<file path="config.mk">
export PLATFORM = sky130hd
export DESIGN_NAME = char_buffer_ctrl
export DESIGN_NICKNAME = d
export VERILOG_FILES = /design/src/rtl/char_buffer_ctrl.sv
export SDC_FILE = /design/constraint.sdc
export NUM_CORES = 2
export LEC_CHECK = 0
export ABC_CLOCK_PERIOD_IN_PS = 12500
export CORE_MARGIN = 1
export CORE_UTILIZATION = 47
export CTS_CLUSTER_SIZE = 16
export DETAILED_ROUTE_END_ITERATION = 10
export MAX_ROUTING_LAYER = met4
export REMOVE_ABC_BUFFERS = 1
export SETUP_SLACK_MARGIN = 0.3
export SYNTH_ARGS = -nofsm -noshare
export SYNTH_HDL_FRONTEND = slang
export SYNTH_SLANG_ARGS = --single-unit
</file>
<file path="constraint.sdc">
create_clock -name clk -period 12.5 [get_ports clk]
set_input_delay 1.875 -clock clk [delete_from_list [all_inputs] [get_ports clk]]
set_output_delay 1.875 -clock clk [all_outputs]
set_load 0.05 [all_outputs]
</file>
<file path="src/rtl/char_buffer_ctrl.sv">
// char_buffer_ctrl: character RAM with round-robin two-writer port, vblank clear engine and registered read
// Ports: clk/rst (sync, active-high); vblank_in, clear_req start a frame-synchronised fill;
//   wr0_*/wr1_* req/addr/code in, ack out (one-cycle pulse); rd_addr in, rd_code out (1-cycle latency);
//   busy (clear pending or running), text_en (low while clearing).
module char_buffer_ctrl #(
  parameter int ADDR_W = 8,
  parameter int CODE_W = 7,
  parameter logic [CODE_W-1:0] FILL_CODE = 7'h20
) (
  input  logic              clk,
  input  logic              rst,
  input  logic              vblank_in,
  input  logic              clear_req,
  input  logic              wr0_req,
  input  logic [ADDR_W-1:0] wr0_addr,
  input  logic [CODE_W-1:0] wr0_code,
  output logic              wr0_ack,
  input  logic              wr1_req,
  input  logic [ADDR_W-1:0] wr1_addr,
  input  logic [CODE_W-1:0] wr1_code,
  output logic              wr1_ack,
  input  logic [ADDR_W-1:0] rd_addr,
  output logic [CODE_W-1:0] rd_code,
  output logic              busy,
  output logic              text_en
);
  typedef enum logic [1:0] {IDLE, WAIT_VB, CLEAR} state_t;
  state_t            state_q, state_d;
  logic [ADDR_W-1:0] clr_addr_q, clr_addr_d;
  logic              rr_last_q, rr_last_d;
  logic              wr0_ack_q, wr0_ack_d;
  logic              wr1_ack_q, wr1_ack_d;
  logic [CODE_W-1:0] rd_code_q;
  logic [CODE_W-1:0] mem [1 << ADDR_W];
  logic              e0, e1, g0, g1, we;
  logic [ADDR_W-1:0] waddr;
  logic [CODE_W-1:0] wdata;
  always_comb begin
    // a port is masked during its own ack cycle so a held req is not granted twice
    e0 = state_q == IDLE && wr0_req && !wr0_ack_q;
    e1 = state_q == IDLE && wr1_req && !wr1_ack_q;
    g0 = e0 && (!e1 || rr_last_q);
    g1 = e1 && (!e0 || !rr_last_q);
    state_d = state_q;
    clr_addr_d = clr_addr_q;
    if (state_q == IDLE && clear_req) state_d = WAIT_VB;
    if (state_q == WAIT_VB && vblank_in) begin
      state_d = CLEAR;
      clr_addr_d = '0;
    end
    if (state_q == CLEAR) begin
      clr_addr_d = clr_addr_q + ADDR_W'(1);
      if (&clr_addr_q) state_d = IDLE;
    end
    rr_last_d = g0 ? 1'b0 : g1 ? 1'b1 : rr_last_q;
    wr0_ack_d = g0;
    wr1_ack_d = g1;
    we = g0 || g1 || state_q == CLEAR;
    waddr = state_q == CLEAR ? clr_addr_q : g1 ? wr1_addr : wr0_addr;
    wdata = state_q == CLEAR ? FILL_CODE : g1 ? wr1_code : wr0_code;
  end
  always_ff @(posedge clk) begin
    if (rst) begin
      state_q <= IDLE;
      clr_addr_q <= '0;
      rr_last_q <= 1'b1;
      wr0_ack_q <= 1'b0;
      wr1_ack_q <= 1'b0;
      rd_code_q <= '0;
    end else begin
      state_q <= state_d;
      clr_addr_q <= clr_addr_d;
      rr_last_q <= rr_last_d;
      wr0_ack_q <= wr0_ack_d;
      wr1_ack_q <= wr1_ack_d;
      rd_code_q <= mem[rd_addr];
    end
  end
  // RAM has no reset; a reset edge commits nothing, leaving a partial clear as-is
  always_ff @(posedge clk) begin
    if (we && !rst) mem[waddr] <= wdata;
  end
  assign wr0_ack = wr0_ack_q;
  assign wr1_ack = wr1_ack_q;
  assign rd_code = rd_code_q;
  assign busy    = state_q != IDLE;
  assign text_en = state_q != CLEAR;
endmodule
</file>
==> results.txt <==
- Slew @ Worst Pin: 1.416 ns
- Post-synthesis register bit count: 1,812
* H-tree Lvls: 4
* Max Fanout on Critical Path: 81
* Crit Reg-Reg Startpoint: state_q[0]$_SDFF_PP0_
- Maximum number of pins on one net before global-route repair: 257
* Largest cells by area after synthesis: sky130_fd_sc_hd__edfxtp_1 76%, sky130_fd_sc_hd__mux4_2 11%, sky130_fd_sc_hd__mux2i_1 3.3%, sky130_fd_sc_hd__nor2_1 1.6%, sky130_fd_sc_hd__o221ai_1 0.82%
* Area overhead of the layout relative to synthesis: 12.41%
- Number of enable-type register cells in the synthesized netlist: 1,792
- Number of cell instances on the worst register-to-register path: 8
- Family of cells with the greatest summed delay on the critical path: compound AO/OA/AOI/OAI gates
* Detailed-route vias per instance: 6.242
- Summed over all instances, the cell type with the most area after synthesis is sky130_fd_sc_hd__edfxtp_1.
* Post-route worst setup slack: 6.517 ns
- Port buffering added 54 buffers.
* Worst-case setup slack after placement: 5.641 ns
- Async set or reset register ratio after synthesis: 0
- The first routing iteration left 5,106 violations.
- The worst setup path is captured at a flop.
- The tree is rooted in a sky130_fd_sc_hd__clkbuf_16.
- The flow ran to the end, and the final reports show no timing, DRC or antenna violations.
* Count of antenna-violating nets left after detailed routing: 0
* Element type at the critical path start: primary input
- Leakage component of the power: 25.05 nW
- Sum of routed wire length over all layers: 193,100 µm
* Clock Latency Late Sink: 0.81 ns
- Data arrives at the worst endpoint at 6.68 ns.
* Critical hold path startpoint: clr_addr_q[5]$_SDFFE_PP0P_
* Sequential cell area: 54,210 µm²
- Hold bufs inserted after CTS: 0
- Total vias in the final route: 36,980
- Count of filler cells inserted in the layout: 11,720
* Post-route clock period utilization: 0.4787
* Post-route DRC violation count: 0
- CTS saw 1,812 sinks.
- In this run the vertical extent of the chip is 391.3 µm.
- The most used flip-flop cell after synthesis is sky130_fd_sc_hd__edfxtp_1.
* Number of nets in the layout: 3,802
- Sequential-to-total area share from yosys stat: 0.7612
- On the critical path, the stage with the largest delay is an instance of sky130_fd_sc_hd__a311oi_1.
* Hold path cells: 1
* WP data required: 13.20 ns
* Number of rows in the core area: 142
* Reported max-cap violation count: 0
* Total GRT Usage: 0.2631
- Via count of the first global-routing pass: 36,910
* Antenna violations before repair: 7
- 1st-pass router iterations: 6
- Bufs on Longest Clock Path: 3
- The die covers 153,100 µm².
- TritonCTS created 183 clock buffers.
- Worst hold endpoint: clr_addr_q[5]$_SDFFE_PP0P_
- Dividing the detail-routed wire length by the instance count gives 32.59 µm.
- Dividing total power by cell area gives a power density of 165.7 nW/µm².
- The final count of pins violating max slew is 0.
- Summed over all layers, the global routing overflow is 0.
- The number of setup buffers added after CTS is 0.
* Highest clock rate: 167.1 MHz
* Leading cell type by number of instances after synthesis: sky130_fd_sc_hd__edfxtp_1
- Power comes to 13.26 mW.
- The worst register-to-register path ends at mem[101][1]$_DFFE_PP_.
* Utilization after layout: 0.5333
- Number of distinct library cells after synthesis: 72
- The share of synthesized area in the top cell type comes to 0.7556.
- Detail Placement HPWL: 117,100 µm
* Worst ir drop on vdd: 180.0 µV
- Final hold viol count: 0
* Worst Clk Skew: 0.03895 ns
- Area occupied by multi-input gates: 15,980 µm²
* CTS tree: done
- The worst setup path is of the primary input to flop kind.
* Shortest clock period the worst path allows after layout: 5.983 ns
- RSZ-0062 raised after global routing: no
- The congestion estimate from routability-driven global placement came to 0.8747.
* Final setup TNS: 0 ns
- In this run the register-to-register setup slack is 7.90 ns.
- The first global-routing pass estimated 274,900 µm of wire.
* Type of the worst min-delay path: flop to flop
- Walking the worst path, the cells encountered are buf_8 -> buf_12 -> buf_4 -> mux2i_1 -> o221ai_1 -> a41oi_1 -> a311oi_1 -> nand4_1 -> o41ai_1.
- After clock tree synthesis, the clock-pin slew on the worst setup and hold paths is 0.06 ns.
* Core footprint: 150,100 µm²
- The cell area that synthesis handed to floorplanning was 71,220 µm².
* Per-instance average area after synthesis: 19.50 µm²
- After clock tree synthesis, the repair step resized 0 gates.
- In this run the tightest slew margin relative to its limit is 0.05567.
- The critical path contains buffers and inverters numbering 3 combined.
- The die is 391.3 µm wide.
- Effective utilization at floorplan: 0.4744
- Number of endpoints failing setup at the final stage: 0
- In this run the count of I/O pins placed on the die edge is 55.
* Yosys synthesis warning count: 0
* Share of layout cells above drive strength 1: 0.1920
- For this run, the slowest stage of the critical path takes 1.09 ns.
* Synthesized instance count: 3,653
* Top post-synthesis cells by count: 1,792 x sky130_fd_sc_hd__edfxtp_1, 336 x sky130_fd_sc_hd__mux4_2, 304 x sky130_fd_sc_hd__nor2_1, 238 x sky130_fd_sc_hd__mux2i_1, 114 x sky130_fd_sc_hd__clkbuf_1
[power breakdown]
part           leakage (nW)  internal (mW)  switching, mW
clock network          2.94           3.18           2.29
registers              16.3           6.87         0.0120
logic                  5.78          0.227          0.683
total                  25.1           10.3           2.98
[area by class of cell]
type,count,share of cell area
Tap cell,2016,0.03151
Clock buffer,234,0.06209
Timing Repair Buffer,148,0.01694
Sequential cell,1812,0.6771
Clock inverter,101,0.01246
Inverter,4,0.0002188
Multi-Input combinational cell,1608,0.1996
Antenna cell,2,0.00006251
[cells in the final DEF, fill, tap and decap left out, types with 21 or more instances in the layout]
| cell type | netlist | layout |
|---|---|---|
| sky130_fd_sc_hd__mux4_2 | 336 | 336 |
| sky130_fd_sc_hd__mux2i_1 | 238 | 238 |
| sky130_fd_sc_hd__nor3_1 | 42 | 41 |
| sky130_fd_sc_hd__nor2_1 | 304 | 303 |
| sky130_fd_sc_hd__nand3_1 | 46 | 45 |
| sky130_fd_sc_hd__clkdlybuf4s50_1 | 0 | 50 |
| sky130_fd_sc_hd__clkbuf_1 | 114 | 40 |
| sky130_fd_sc_hd__mux2_2 | 21 | 21 |
| sky130_fd_sc_hd__o221ai_1 | 67 | 67 |
| sky130_fd_sc_hd__buf_4 | 51 | 84 |
| sky130_fd_sc_hd__o22ai_1 | 60 | 60 |
| sky130_fd_sc_hd__a211oi_1 | 32 | 32 |
| sky130_fd_sc_hd__nand2_1 | 103 | 102 |
| sky130_fd_sc_hd__a21oi_1 | 51 | 45 |
| sky130_fd_sc_hd__clkinv_2 | 0 | 43 |
| sky130_fd_sc_hd__clkinv_1 | 0 | 28 |
| sky130_fd_sc_hd__edfxtp_1 | 1792 | 1792 |
| sky130_fd_sc_hd__a22oi_1 | 39 | 39 |
| sky130_fd_sc_hd__o21ai_0 | 39 | 39 |
| sky130_fd_sc_hd__clkbuf_16 | 0 | 191 |
[how the worst max path moves through the flow]
stage	from	end	slack, ns	cells after the start
floorplan	wr1_req	mem[0][0]$_DFFE_PP_	1.31	4
finish	rd_addr[0]	rd_code[3]$_SDFF_PP0_	6.52	9
global placement	rd_addr[0]	rd_code[2]$_SDFF_PP0_	5.60	9
detailed placement	rd_addr[0]	rd_code[3]$_SDFF_PP0_	5.64	9
global route	rd_addr[0]	rd_code[3]$_SDFF_PP0_	6.21	9
CTS	rd_addr[0]	rd_code[3]$_SDFF_PP0_	6.49	9
[kinds of logic (layout without fill, tap and decap cells)]
| group | count (synthesis) | after routing | synth area share |
|---|---|---|---|
| AO/OA/AOI/OAI | 385 | 385 | 0.03868 |
| adder cells (fa/ha/maj) | 1 | 1 | 0.0001757 |
| buffers and inverters | 233 | 487 | 0.01627 |
| multiplexers | 595 | 595 | 0.1430 |
| flip-flops | 1812 | 1812 | 0.7612 |
| other | 0 | 2 | 0 |
| AND/OR/NAND/NOR | 627 | 627 | 0.04067 |
[worst reg2reg max path: stages (launching register included)]
cell and delay (ns):
sky130_fd_sc_hd__dfxtp_1 0.50, sky130_fd_sc_hd__nor2b_1 0.08, sky130_fd_sc_hd__buf_4 0.22, sky130_fd_sc_hd__inv_1 0.62, sky130_fd_sc_hd__nor2_1 0.14, sky130_fd_sc_hd__a31oi_1 0.48
sky130_fd_sc_hd__nor2b_1 0.57, sky130_fd_sc_hd__nand2_1 0.73, sky130_fd_sc_hd__nor2_1 0.85
[metrics by stage]
| stage | area [µm²] | hold slack (ns) | cells |
|---|---|---|---|
| after floorplan | 70080 | 0.4586 | 3424 |
| after global placement | 74060 | 0.4988 | 5585 |
| after detailed placement | 74090 | 0.5094 | 5588 |
| after CTS | 80050 | 0.5201 | 5923 |
| after global routing | 80060 | 0.5342 | 5925 |
| final | 80060 | 0.5152 | 5925 |
[state kept, by name, indices dropped and copies added, names as in the netlist]
signal / flops
clr_addr_q: 8
rr_last_q: 1
state_q: 2
mem: 1792
wr1_ack: 1
wr0_ack: 1
rd_code: 7
[layer usage]
layer / routed length [µm] / global-route usage / part of all wire
met5: 0 / - / 0
met4: 6564 / 0.08863 / 0.034
met3: 16530 / 0.04361 / 0.086
met2: 90200 / 0.3943 / 0.47
met1: 79800 / 0.3688 / 0.41
Note: power is estimated with default switching activity, not from simulation.
